$ cat config.mk
export PLATFORM = sky130hd
export DESIGN_NAME = pong_match_ctrl
export DESIGN_NICKNAME = d
export VERILOG_FILES = /design/src/rtl/pong_match_ctrl.sv
export SDC_FILE = /design/constraint.sdc
export NUM_CORES = 1
export LEC_CHECK = 0
export CAP_MARGIN = 20
export CORE_ASPECT_RATIO = 0.6
export CORE_MARGIN = 1
export CORE_UTILIZATION = 40
export CTS_CLUSTER_DIAMETER = 120
export DETAILED_ROUTE_END_ITERATION = 8
export PLACE_DENSITY = 0.6
export RECOVER_POWER = 25
export SYNTH_ARGS = -nofsm -noshare
export SYNTH_HDL_FRONTEND = slang
export SYNTH_SLANG_ARGS = --single-unit
export TNS_END_PERCENT = 10
$ cat constraint.sdc
create_clock -name i_clk -period 4.81 [get_ports i_clk]
set_input_delay 0.962 -clock i_clk [delete_from_list [all_inputs] [get_ports i_clk]]
set_output_delay 0.962 -clock i_clk [all_outputs]
set_load 0.01 [all_outputs]
$ cat src/rtl/pong_match_ctrl.sv
// rtl/pong_match_ctrl.sv - pong match sequencer: serve timing, scoring, win detection
module pong_match_ctrl #(
  parameter int SCORE_LIMIT  = 9,
  parameter int SERVE_FRAMES = 60
) (
  input  logic       i_clk,
  input  logic       i_rst,
  input  logic       i_vsync,
  input  logic       i_game_start,
  input  logic       i_miss_p1,
  input  logic       i_miss_p2,
  output logic       o_ball_enable,
  output logic       o_ball_reset,
  output logic       o_serve_dir,
  output logic [3:0] o_score_p1,
  output logic [3:0] o_score_p2,
  output logic [1:0] o_state,
  output logic [1:0] o_winner
);

  localparam logic [1:0] ST_IDLE  = 2'd0;
  localparam logic [1:0] ST_SERVE = 2'd1;
  localparam logic [1:0] ST_PLAY  = 2'd2;
  localparam logic [1:0] ST_OVER  = 2'd3;

  localparam logic [4:0] LIMIT     = 5'(SCORE_LIMIT);
  localparam logic [8:0] SERVE_LIM = 9'(SERVE_FRAMES);

  logic [1:0] state, state_n;
  logic [3:0] score_p1, score_p1_n;
  logic [3:0] score_p2, score_p2_n;
  logic [1:0] winner, winner_n;
  logic       serve_dir, serve_dir_n;
  logic       ball_enable, ball_enable_n;
  logic       ball_reset, ball_reset_n;
  logic [7:0] frame_cnt, frame_cnt_n;

  logic       vsync_q;
  logic       start_q;
  logic       vsync_rise;
  logic       start_rise;
  logic [8:0] frame_inc;
  logic [4:0] p1_inc;
  logic [4:0] p2_inc;

  // Inputs already live in the i_clk domain, so a single history flop per edge is enough
  assign vsync_rise = i_vsync & ~vsync_q;
  assign start_rise = i_game_start & ~start_q;

  // Widened increments so the limit compares cannot overflow
  assign frame_inc = {1'b0, frame_cnt} + 9'd1;
  assign p1_inc    = {1'b0, score_p1} + 5'd1;
  assign p2_inc    = {1'b0, score_p2} + 5'd1;

  // Next-state and next-output decode; every output is the registered copy of these
  always_comb begin
    state_n      = state;
    score_p1_n   = score_p1;
    score_p2_n   = score_p2;
    winner_n     = winner;
    serve_dir_n  = serve_dir;
    frame_cnt_n  = frame_cnt;
    ball_reset_n = 1'b0;

    case (state)
      ST_IDLE, ST_OVER: begin
        // Leaving IDLE or OVER always starts a fresh match served toward P2
        if (start_rise) begin
          state_n      = ST_SERVE;
          score_p1_n   = 4'd0;
          score_p2_n   = 4'd0;
          winner_n     = 2'b00;
          serve_dir_n  = 1'b1;
          frame_cnt_n  = 8'd0;
          ball_reset_n = 1'b1;
        end
      end

      ST_SERVE: begin
        if (vsync_rise) begin
          frame_cnt_n = frame_inc[7:0];
          if (frame_inc == SERVE_LIM) begin
            state_n = ST_PLAY;
          end
        end
      end

      ST_PLAY: begin
        if (i_miss_p1 && i_miss_p2) begin
          // Both edges missed at once: nobody scores, the other side serves
          serve_dir_n  = ~serve_dir;
          state_n      = ST_SERVE;
          frame_cnt_n  = 8'd0;
          ball_reset_n = 1'b1;
        end else if (i_miss_p2) begin
          serve_dir_n = 1'b1;
          if (p1_inc >= LIMIT) begin
            // Saturate at the limit; the ball stays where it is for the final screen
            score_p1_n = LIMIT[3:0];
            winner_n   = 2'b01;
            state_n    = ST_OVER;
          end else begin
            score_p1_n   = p1_inc[3:0];
            state_n      = ST_SERVE;
            frame_cnt_n  = 8'd0;
            ball_reset_n = 1'b1;
          end
        end else if (i_miss_p1) begin
          serve_dir_n = 1'b0;
          if (p2_inc >= LIMIT) begin
            score_p2_n = LIMIT[3:0];
            winner_n   = 2'b10;
            state_n    = ST_OVER;
          end else begin
            score_p2_n   = p2_inc[3:0];
            state_n      = ST_SERVE;
            frame_cnt_n  = 8'd0;
            ball_reset_n = 1'b1;
          end
        end
      end

      default: begin
        state_n = ST_IDLE;
      end
    endcase

    ball_enable_n = (state_n == ST_PLAY);
  end

  // Match state registers; start history resets high so a held button cannot start a match
  always_ff @(posedge i_clk or posedge i_rst) begin
    if (i_rst) begin
      state       <= ST_IDLE;
      score_p1    <= 4'd0;
      score_p2    <= 4'd0;
      winner      <= 2'b00;
      serve_dir   <= 1'b1;
      ball_enable <= 1'b0;
      ball_reset  <= 1'b0;
      frame_cnt   <= 8'd0;
      vsync_q     <= 1'b0;
      start_q     <= 1'b1;
    end else begin
      state       <= state_n;
      score_p1    <= score_p1_n;
      score_p2    <= score_p2_n;
      winner      <= winner_n;
      serve_dir   <= serve_dir_n;
      ball_enable <= ball_enable_n;
      ball_reset  <= ball_reset_n;
      frame_cnt   <= frame_cnt_n;
      vsync_q     <= i_vsync;
      start_q     <= i_game_start;
    end
  end

  assign o_state       = state;
  assign o_score_p1    = score_p1;
  assign o_score_p2    = score_p2;
  assign o_winner      = winner;
  assign o_serve_dir   = serve_dir;
  assign o_ball_enable = ball_enable;
  assign o_ball_reset  = ball_reset;

endmodule
==> flow_summary.ini, run 1 <==
[floorplan]
core_region_area_um2 = 3829
die_x_um = 85.24
fp-row-count = 17
ioPinCount = 21
die_area_um2 = 4427
die_h_um = 51.94
initial_utilization = 0.4343

[grt]
first_pass_grt_wire_length_um = 6699
gr_util_all_layers = 0.1979
grt_antenna_before_repair = 0
vias_in_the_first_global_route = 1331
grt_start_max_net_pins = 26
grt.overflow.total = 0

[worst_setup_path]
cp-start-kind = primary input
cp-end-kind = flip-flop
critical_path_required_ns = 4.97
path_max_fanout = 8
worst-setup-path-type = primary input to flip-flop
worst-endpoint-arrival_ns = 3.02

[sta]
finalHoldViolations = 0
timing.max_slew.rel_slack = 0.2622
setup_viol = 0
timing.clock.skew_ns = 0.004504
post-route-min-period_ns = 2.863
final_max_slew_viol_count = 0
final.setup.tns_ns = 0
timing.final.crit_share = 0.5952
grt_setup_unrepaired = false
clock.fmax_mhz = 349.3
tightest_slew_ns = 1.097

[place]
dp_cells = 238
place.port_buffers = 20
dpl.hpwl_um = 3001
globalplace.congestion = 0.8276

[logic_synthesis]
synth_enable_flop_cells = 0
yosysSeqAreaShare = 0.3777
syn-num-nets = 191
yosysTopAreaCell = sky130_fd_sc_hd__dfrtp_1
ys_types = 51
ys.flop_type = sky130_fd_sc_hd__dfrtp_1
syn-cell-area_um2 = 1663
synthCells = 178
postSynthRegisterBits = 25
post_synth_main_area_contributors = sky130_fd_sc_hd__dfrtp_1, sky130_fd_sc_hd__o31ai_1, sky130_fd_sc_hd__ha_1, sky130_fd_sc_hd__nand2_1, sky130_fd_sc_hd__dfstp_2
async_flop_share = 1.000
yosysWarnings = 0
avgSynthCellArea_um2 = 9.342
yosys.area.top_type_share = 0.3461

[drt]
detail-route-antenna-nets = 0
num_vias = 1487
first_pass_iters = 4
remaining_drc_errors = 0
post_drt_wl_per_cell_um = 16.81
dr.first_iter.drc_count = 74
avgViaCountPerCell = 6.119
wirelength_um = 4086

[outcome]
result_of_the_run = completed

[clocking]
cts.repair.resized = 0
cts.repair_timing.setup_buffer_count = 0
ctsRootBufferMaster = sky130_fd_sc_hd__clkbuf_8
tritoncts = built
worst_skew_pair.late_latency_ns = 0.27
clk_path_buf_depth = 2
cts_max_level = 1
hold_buffers_post_cts = 0
cts.clk_slew.worst_paths_ns = 0.09
clock-sinks = 25
cts_inserted_buffers = 3

[finish]
total_nets_final = 210
instances_no_fill = 243
antenna-diode-count = 0
post_route_cells_drive_above_1_share = 0.08163
area_growth_pct = 16.18

[worst_hold_path]
worst_hold_path_type = flip-flop to flip-flop

[power]
max-vdd-ir-drop_mv = 0.2328
p_per_area_nw_per_um2 = 318.4
cellLeakagePower_uw = 0.0008038

[run]
drv.max_cap_violation_count = 0
## state kept, by name, indices dropped and copies added (netlist names)
signal and flops:
vsync_q 1, frame_cnt 8, start_q 1, o_score_p2 4
o_state 2, o_serve_dir 1, o_score_p1 4, o_ball_enable 1
o_winner 2, o_ball_reset 1
## power by group
part | leakage, uW | total, uW | switching (uW) | internal, uW
combinational | 0.000442 | 238 | 145 | 93.2
clock | 0.0000255 | 126 | 68.0 | 58.0
sequential | 0.000336 | 251 | 23.0 | 228
## layout by cell type (no fill, tap or decap), types with 3 or more instances in the layout
master	synthesis	final
sky130_fd_sc_hd__a21oi_1	10	10
sky130_fd_sc_hd__nand2b_1	4	4
sky130_fd_sc_hd__o41ai_1	6	6
sky130_fd_sc_hd__clkdlybuf4s50_1	0	17
sky130_fd_sc_hd__clkbuf_8	0	3
sky130_fd_sc_hd__nor2b_1	3	3
sky130_fd_sc_hd__ha_1	7	7
sky130_fd_sc_hd__a31oi_1	4	4
sky130_fd_sc_hd__and2_1	8	8
sky130_fd_sc_hd__nand2_1	15	15
sky130_fd_sc_hd__nand3_1	6	6
sky130_fd_sc_hd__dfrtp_1	23	23
sky130_fd_sc_hd__inv_1	11	11
sky130_fd_sc_hd__dlygate4sd3_1	0	3
sky130_fd_sc_hd__and3_1	3	3
sky130_fd_sc_hd__o21ai_0	6	6
sky130_fd_sc_hd__nor2_1	10	10
sky130_fd_sc_hd__o31ai_1	13	13
## path summary, 6_finish.rpt
path / slack (ns) / end / cells after the start / from
min in group asynchronous: 1.09 / o_score_p2[1]$_DFFE_PP0P_ / 2 / i_rst
max in group asynchronous: 2.56 / frame_cnt[4]$_DFFE_PP0P_ / 3 / i_rst
min: 0.51 / o_winner[0]$_DFFE_PP0P_ / 2 / o_winner[0]$_DFFE_PP0P_
min reg2reg: 0.51 / o_winner[0]$_DFFE_PP0P_ / 2 / o_winner[0]$_DFFE_PP0P_
max reg2reg: 2.12 / frame_cnt[0]$_DFFE_PP0P_ / 6 / o_state[0]$_DFF_PP0_
max: 1.95 / frame_cnt[0]$_DFFE_PP0P_ / 5 / i_miss_p1
## cells by family (layout without fill, tap and decap cells)
family / count (synthesis) / count (layout) / synth area share
buffers and inverters: 18 / 36 / 0.04891
and+or+nand+nor: 67 / 67 / 0.2242
DFF: 25 / 25 / 0.3777
adders and majority gates: 7 / 7 / 0.05267
muxes: 3 / 3 / 0.01881
AOI/OAI and AO/OA: 58 / 58 / 0.2777
## area by class of cell
cell class                 count  area (um^2)
clock buffer                   3        41.29
sequential                    25        628.1
tap                           47        58.81
timing repair buffer          21        203.9
clock inverter                 1        5.005
inverter                      11        41.29
fill                         376         1897
multi-input combinational    135        953.4
## critical path, stage by stage
cell	delay (ns)
sky130_fd_sc_hd__clkdlybuf4s50_1	0.52
sky130_fd_sc_hd__nand2b_1	0.30
sky130_fd_sc_hd__o31ai_1	0.94
sky130_fd_sc_hd__o31ai_1	0.18
sky130_fd_sc_hd__o41ai_1	0.11
## through the flow
stage          setup WS, ns  cell area, um^2    util  hold WS [ns]  total power, uW
5_1_grt               1.870             1932  0.5046        0.5417            661.2
6_report              1.947             1932  0.5046        0.5122            615.1
3_3_place_gp          1.804             1882  0.4915        0.4869            482.7
2_1_floorplan         2.695             1663       -        0.4541            413.7
4_1_cts               1.926             1928  0.5036        0.5138            621.4
3_5_place_dp          1.660             1882  0.4915        0.4977            489.9
## synthesized netlist by cell type, drive strengths merged (2+ instances only)
cell,n
nor3,2
o31a,2
nand2b,4
o41ai,6
dfrtp,23
and2,9
and3b,2
clkbuf,3
a31oi,4
mux2i,2
buf,4
o31ai,13
ha,7
nand3,6
and3,3
or3,2
o21ai,6
dfstp,2
a22o,2
nand2,15
nor2,10
nand4,2
a2bb2oi,2
nand3b,2
nor2b,3
a21oi,10
inv,11
or2,2
## routing by layer
layer  GRT usage  part of all wire
met4     0.02260            0.0029
met1      0.3020              0.54
met2      0.2903              0.41
met5           0                 0
met3     0.04444             0.050
Note: power is estimated with default switching activity, not from simulation.
==> run 2, diff against run 1 <==
--- a/config.mk
+++ b/config.mk
@@ -11,7 +11,7 @@
 export CORE_UTILIZATION = 40
 export CTS_CLUSTER_DIAMETER = 120
 export DETAILED_ROUTE_END_ITERATION = 8
-export PLACE_DENSITY = 0.6
+export PLACE_DENSITY = 0.62
 export RECOVER_POWER = 25
 export SYNTH_ARGS = -nofsm -noshare
 export SYNTH_HDL_FRONTEND = slang
==> constraint.sdc (replaced) <==
create_clock -name i_clk -period 2.4 [get_ports i_clk]
set_input_delay 0.48 -clock i_clk [delete_from_list [all_inputs] [get_ports i_clk]]
set_output_delay 0.48 -clock i_clk [all_outputs]
set_load 0.01 [all_outputs]
==> run 2 against run 1 <==
Sequential power is 95% higher. Sequential share of layout area is 1.1 points lower. Combinational power is 120% higher. Die area stayed put. Via count is 0.54% lower. Non-clock buffer count is 8 higher. Largest power group is now combinational logic. Flip-flop and latch count stayed put. Critical path depth is 1 higher. Cell count is 3.3% higher. Utilization is 1.8 points higher. Total power is 100% higher.
==> flow_summary.ini, run 2 (same netlist as run 1, synthesis figures left out) <==
[power]
power.switching_uw = 467.9
power_switching_share = 0.3722
power.clock.fraction = 0.197
cellLeakagePower_uw = 0.0008419
power.share.combinational = 0.414
seqPwrFrac = 0.389
p_per_area_nw_per_um2 = 628.8
power.internal_uw = 789.2
max-vdd-ir-drop_mv = 0.4371

[clocking]
clk_path_buf_depth = 2
cts_max_level = 1
tritoncts = built
cts_inserted_buffers = 3
cts.clk_slew.worst_paths_ns = 0.09
clock-sinks = 25
worst_skew_pair.late_latency_ns = 0.27
cts.repair.resized = 0
ctsRootBufferMaster = sky130_fd_sc_hd__clkbuf_8
hold_buffers_post_cts = 0
cts.repair_timing.setup_buffer_count = 0

[drt]
post_drt_wl_per_cell_um = 16.54
wl_met1_um = 2186
detail-route-antenna-nets = 0
first_pass_iters = 4
top_layer = met4
num_vias = 1479
remaining_drc_errors = 0
dr.first_iter.drc_count = 141
avgViaCountPerCell = 5.892
met2RoutedLength_um = 1712
met3_length_um = 231
wirelength_um = 4151

[sta]
final.setup.tns_ns = 0
timing.final.crit_share = 0.9345
tightest_slew_ns = 1.345
post-route-min-period_ns = 2.243
timing.clock.skew_ns = 0.01003
clock.fmax_mhz = 445.9
final_max_slew_viol_count = 0
timing.max_slew.rel_slack = 0.1033
finalHoldViolations = 0
grt_setup_unrepaired = false
setup_viol = 0

[worst_setup_path]
worst-r2r-cell-count = 6
path_max_fanout = 8
cp-end-kind = flip-flop
worst-endpoint-arrival_ns = 2.38
critical_path_required_ns = 2.54
cp-start-kind = flip-flop
worst-setup-path-type = flip-flop to flip-flop

[worst_hold_path]
whs_path_depth = 2
worst_hold_path_type = flip-flop to flip-flop

[finish]
instances_no_fill = 251
multiInputGateArea_um2 = 962.2
antenna-diode-count = 0
final_util = 0.5222
most_common_cell_after_layout_fill_and_taps_aside = sky130_fd_sc_hd__dfrtp_1
layout.filler_cells = 367
layout.cells.most_common_list = sky130_fd_sc_hd__dfrtp_1, sky130_fd_sc_hd__clkdlybuf4s50_1, sky130_fd_sc_hd__nand2_1, sky130_fd_sc_hd__o31ai_1, sky130_fd_sc_hd__inv_1
largest_register = frame_cnt
largest_register_ff_count = 8
area_growth_pct = 20.24
sequential_cell_area_um2 = 628.1
total_nets_final = 218
post_route_cells_drive_above_1_share = 0.1225

[place]
globalplace.congestion = 0.8484
dp_cells = 247
place.port_buffers = 20
dpl.hpwl_um = 3186

[floorplan]
fp-row-count = 17
die_area_um2 = 4427
die_h_um = 51.94
core_region_area_um2 = 3829
die_x_um = 85.24
ioPinCount = 21
initial_utilization = 0.4343

[run]
drv.max_cap_violation_count = 0

[grt]
vias_in_the_first_global_route = 1500
grt_start_max_net_pins = 26
grt.overflow.total = 0
first_pass_grt_wire_length_um = 7051
gr_util_all_layers = 0.2054
grt_antenna_before_repair = 0

[outcome]
result_of_the_run = completed
[run 2: path summary, 6_finish.rpt]
check,from,end,slack [ns]
max,o_score_p1[0]$_DFFE_PP0P_,frame_cnt[3]$_DFFE_PP0P_,0.16
min,o_winner[1]$_DFFE_PP0P_,o_winner[1]$_DFFE_PP0P_,0.51
min in group asynchronous,i_rst,frame_cnt[7]$_DFFE_PP0P_,1.10
max reg2reg,o_score_p1[0]$_DFFE_PP0P_,frame_cnt[3]$_DFFE_PP0P_,0.16
min reg2reg,o_winner[1]$_DFFE_PP0P_,o_winner[1]$_DFFE_PP0P_,0.51
max in group asynchronous,i_rst,o_score_p2[2]$_DFFE_PP0P_,0.51
[run 2: final cells by class]
cell class	count	area share
multi-input cells	135	0.4812
flip-flops and latches	25	0.3141
repair buffers	29	0.1320
well taps	47	0.02941
clock buffers	4	0.02253
inverters	11	0.02065
[run 2: metrics by stage]
| step | cell area [um^2] | setup WS, ns | power, uW | hold slack [ns] |
|---|---|---|---|---|
| final | 1999 | 0.1573 | 1257 | 0.5125 |
| after CTS | 1994 | 0.1104 | 1256 | 0.5155 |
| after detailed placement | 1949 | 0.07484 | 1005 | 0.4947 |
| after global routing | 1999 | 0.02410 | 1333 | 0.5298 |
| after global placement | 1949 | 0.1321 | 993.4 | 0.4844 |
| after floorplan | 1663 | 0.3628 | 829.2 | 0.4541 |
[run 2: power by group through the flow]
stage / Sequential, uW / Clock (uW) / Combinational (uW)
global route: 493 / 272 / 568
finish: 489 / 248 / 521
detailed placement: 496 / 0 / 509
CTS: 488 / 256 / 512
floorplan: 510 / 0 / 319
global placement: 494 / 0 / 500
[run 2: worst max-delay path: stages (launching register included)]
cell and delay, ns:
sky130_fd_sc_hd__dfrtp_1 0.43, sky130_fd_sc_hd__ha_1 0.27, sky130_fd_sc_hd__or2_4 0.25, sky130_fd_sc_hd__a2111oi_4 0.42
sky130_fd_sc_hd__or2b_4 0.23, sky130_fd_sc_hd__o22ai_4 0.11, sky130_fd_sc_hd__o41ai_1 0.39
[run 2: metal layers]
metal	vias up	global-route usage
met5	-	0
met4	0	0.04802
met3	4	0.05873
met2	55	0.3051
met1	696	0.2944
li1	724	-
==> run 3, diff against run 2 <==
--- a/config.mk
+++ b/config.mk
@@ -6,12 +6,14 @@
 export NUM_CORES = 1
 export LEC_CHECK = 0
 export CAP_MARGIN = 20
+export CELL_PAD_IN_SITES_DETAIL_PLACEMENT = 1
+export CELL_PAD_IN_SITES_GLOBAL_PLACEMENT = 1
 export CORE_ASPECT_RATIO = 0.6
 export CORE_MARGIN = 1
-export CORE_UTILIZATION = 40
+export CORE_UTILIZATION = 38
 export CTS_CLUSTER_DIAMETER = 120
 export DETAILED_ROUTE_END_ITERATION = 8
-export PLACE_DENSITY = 0.62
+export PLACE_DENSITY = 0.74
 export RECOVER_POWER = 25
 export SYNTH_ARGS = -nofsm -noshare
 export SYNTH_HDL_FRONTEND = slang
==> run 3 against run 2 <==
Die area increased by 5.1%. Via count increased by 4.8%. Routed wire length increased by 13%. Setup slack improved by 0.016 ns. Flip-flop and latch count unchanged. Clock power increased by 2%. Clock-buffer cell count unchanged. First-iteration DRC count decreased by 5.7%. Maximum frequency increased by 0.71%. Critical path depth increased by 1. Design area increased by 1.9%. Critical endpoint is now frame_cnt[2]$_DFFE_PP0P_. Highest routed layer unchanged.
==> flow_summary.ini, run 3 (same netlist as run 1, synthesis figures left out) <==
[run]
drv.max_cap_violation_count = 0

[power]
cellLeakagePower_uw = 0.0008523
p_per_area_nw_per_um2 = 637.1
post-layout-total-power_uw = 1299
max-vdd-ir-drop_mv = 0.3598

[finish]
area_growth_pct = 22.57
layout.cells.most_common_list = sky130_fd_sc_hd__dfrtp_1, sky130_fd_sc_hd__clkdlybuf4s50_1, sky130_fd_sc_hd__nand2_1, sky130_fd_sc_hd__inv_1, sky130_fd_sc_hd__o31ai_1
antenna-diode-count = 0
largest_register = frame_cnt
post_route_cells_drive_above_1_share = 0.1415
layout.filler_cells = 481
most_common_cell_after_layout_fill_and_taps_aside = sky130_fd_sc_hd__dfrtp_1
total_nets_final = 219
largest_register_ff_count = 8
final_util = 0.4918
multiInputGateArea_um2 = 979.7
finalInstanceArea_um2 = 2038
sequential_cell_area_um2 = 628.1

[grt]
grt.overflow.total = 0
gr_util_all_layers = 0.2220
vias_in_the_first_global_route = 1516
grt_start_max_net_pins = 26
grt_antenna_before_repair = 0
first_pass_grt_wire_length_um = 7638

[sta]
finalHoldViolations = 0
grt_setup_unrepaired = false
timing.max_slew.rel_slack = 0.06040
setup_viol = 0
tightest_slew_ns = 1.409
post-route-min-period_ns = 2.227
final_max_slew_viol_count = 0
final.setup.tns_ns = 0
setup_slack_ns = 0.1731
timing.clock.skew_ns = 0.003814
timing.final.crit_share = 0.9279
clock.fmax_mhz = 449.1

[place]
detailedPlace.worstSlack_ns = 0.03934
dp_area_um2 = 1966
dpl.hpwl_um = 3583
globalplace.congestion = 0.8070
place.port_buffers = 20

[drt]
avgViaCountPerCell = 5.849
wl_met1_um = 2473
met2RoutedLength_um = 1969
met3_length_um = 235
post_drt_wl_per_cell_um = 17.77
top_layer = met4
num_vias = 1550
wirelength_um = 4708
first_pass_iters = 4
remaining_drc_errors = 0
detail-route-antenna-nets = 0
dr.first_iter.drc_count = 133

[clocking]
ctsRootBufferMaster = sky130_fd_sc_hd__clkbuf_8
tritoncts = built
clk_path_buf_depth = 2
worst_skew_pair.late_latency_ns = 0.27
cts_max_level = 1
cts_inserted_buffers = 3
clock-sinks = 25
cts.clk_slew.worst_paths_ns = 0.09

[worst_setup_path]
cp-start-kind = flip-flop
critPathMaxStageDelay_ns = 0.45
cp.buffers_inverters = 1
cells_along_the_critical_path = ha_1 > or2_4 > a2111oi_4 > o31ai_2 > clkbuf_2 > o31ai_1 > o31ai_1
cp-end-kind = flip-flop
critical_path_required_ns = 2.55
worst_setup_path_startpoint = o_score_p1[0]$_DFFE_PP0P_
cpMostUsedCell = sky130_fd_sc_hd__o31ai_1
worst-endpoint-arrival_ns = 2.38
path_max_fanout = 6
worst-setup-path-type = flip-flop to flip-flop
critical_path.slowest_cell = sky130_fd_sc_hd__dfrtp_1
critical_path.reg2reg.startpoint = o_score_p1[0]$_DFFE_PP0P_
worst_path_dominant_cell_family = compound AO/OA/AOI/OAI gates

[floorplan]
initial_utilization = 0.4013
core_region_area_um2 = 4144
die_x_um = 87.40
ioPinCount = 21
die_area_um2 = 4653
die_h_um = 53.24
fp-row-count = 18

[worst_hold_path]
min-delay-start = o_winner[0]$_DFFE_PP0P_
worst_hold_path_type = flip-flop to flip-flop

[outcome]
result_of_the_run = completed
## run 3: changes by cell type in the layout (fill, tap and decap cells not counted)
| cell | change |
|---|---|
| sky130_fd_sc_hd__o41ai_1 | -1 |
| sky130_fd_sc_hd__o21ai_1 | +1 |
| sky130_fd_sc_hd__o31ai_1 | -1 |
| sky130_fd_sc_hd__clkbuf_2 | +1 |
| sky130_fd_sc_hd__o21ai_0 | -1 |
| sky130_fd_sc_hd__o31ai_2 | +1 |
| sky130_fd_sc_hd__o41ai_2 | +1 |
| sky130_fd_sc_hd__nor3b_1 | -1 |
| sky130_fd_sc_hd__nor3b_2 | +1 |
## run 3: through the flow
stage	std cells	hold WS (ns)
3_5_place_dp	260	0.4948
6_report	265	0.5130
2_1_floorplan	178	0.4541
5_1_grt	265	0.5561
3_3_place_gp	260	0.4759
4_1_cts	264	0.5134
## run 3: layer usage
layer,up-vias,track usage
li1,731,-
met1,775,0.3285
met2,40,0.3359
met3,4,0.04680
met4,0,0.03279
met5,-,0
## run 3: worst paths after layout
kind | endpoint | slack (ns) | depth (start not counted)
worst min register to register | o_winner[0]$_DFFE_PP0P_ | 0.51 | 2
min in group asynchronous | o_score_p1[0]$_DFFE_PP0P_ | 1.12 | 3
worst max-delay path | frame_cnt[2]$_DFFE_PP0P_ | 0.17 | 7
worst min-delay path | o_winner[0]$_DFFE_PP0P_ | 0.51 | 2
max in group asynchronous | o_score_p2[1]$_DFFE_PP0P_ | 0.45 | 3
worst max register to register | frame_cnt[2]$_DFFE_PP0P_ | 0.17 | 7
## run 3: power by group
group | switching, uW | total [uW] | internal, uW | leakage [uW]
sequential | 33.8 | 490 | 457 | 0.000336
combinational | 334 | 554 | 220 | 0.000494
clock | 135 | 254 | 119 | 0.0000228
total | 503 | 1300 | 795 | 0.000852
## run 3: repair_timing
| item | 4_1_cts | 5_1_grt |
|---|---|---|
| hold buffers | 0 | 0 |
| setup endpoints to repair | 0 | 11 |
| resized for setup | 0 | 7 |
| buffers inserted | 0 | 0 |
## run 3: worst register-to-register path, delay by kind of cell, from the launching register on
| family | cells | cell delay [ns] |
|---|---|---|
| DFF | 1 | 0.45 |
| adders and majority gates | 1 | 0.28 |
| buffers and inverters | 1 | 0.20 |
| AOI/OAI and AO/OA | 4 | 0.95 |
| and+or+nand+nor | 1 | 0.25 |
## run 3: layout make-up
type,count,share of cell area
inverters,11,0.02026
well taps,60,0.03683
multi-input cells,135,0.4807
flip-flops and latches,25,0.3082
repair buffers,30,0.1320
clock buffers,4,0.02210
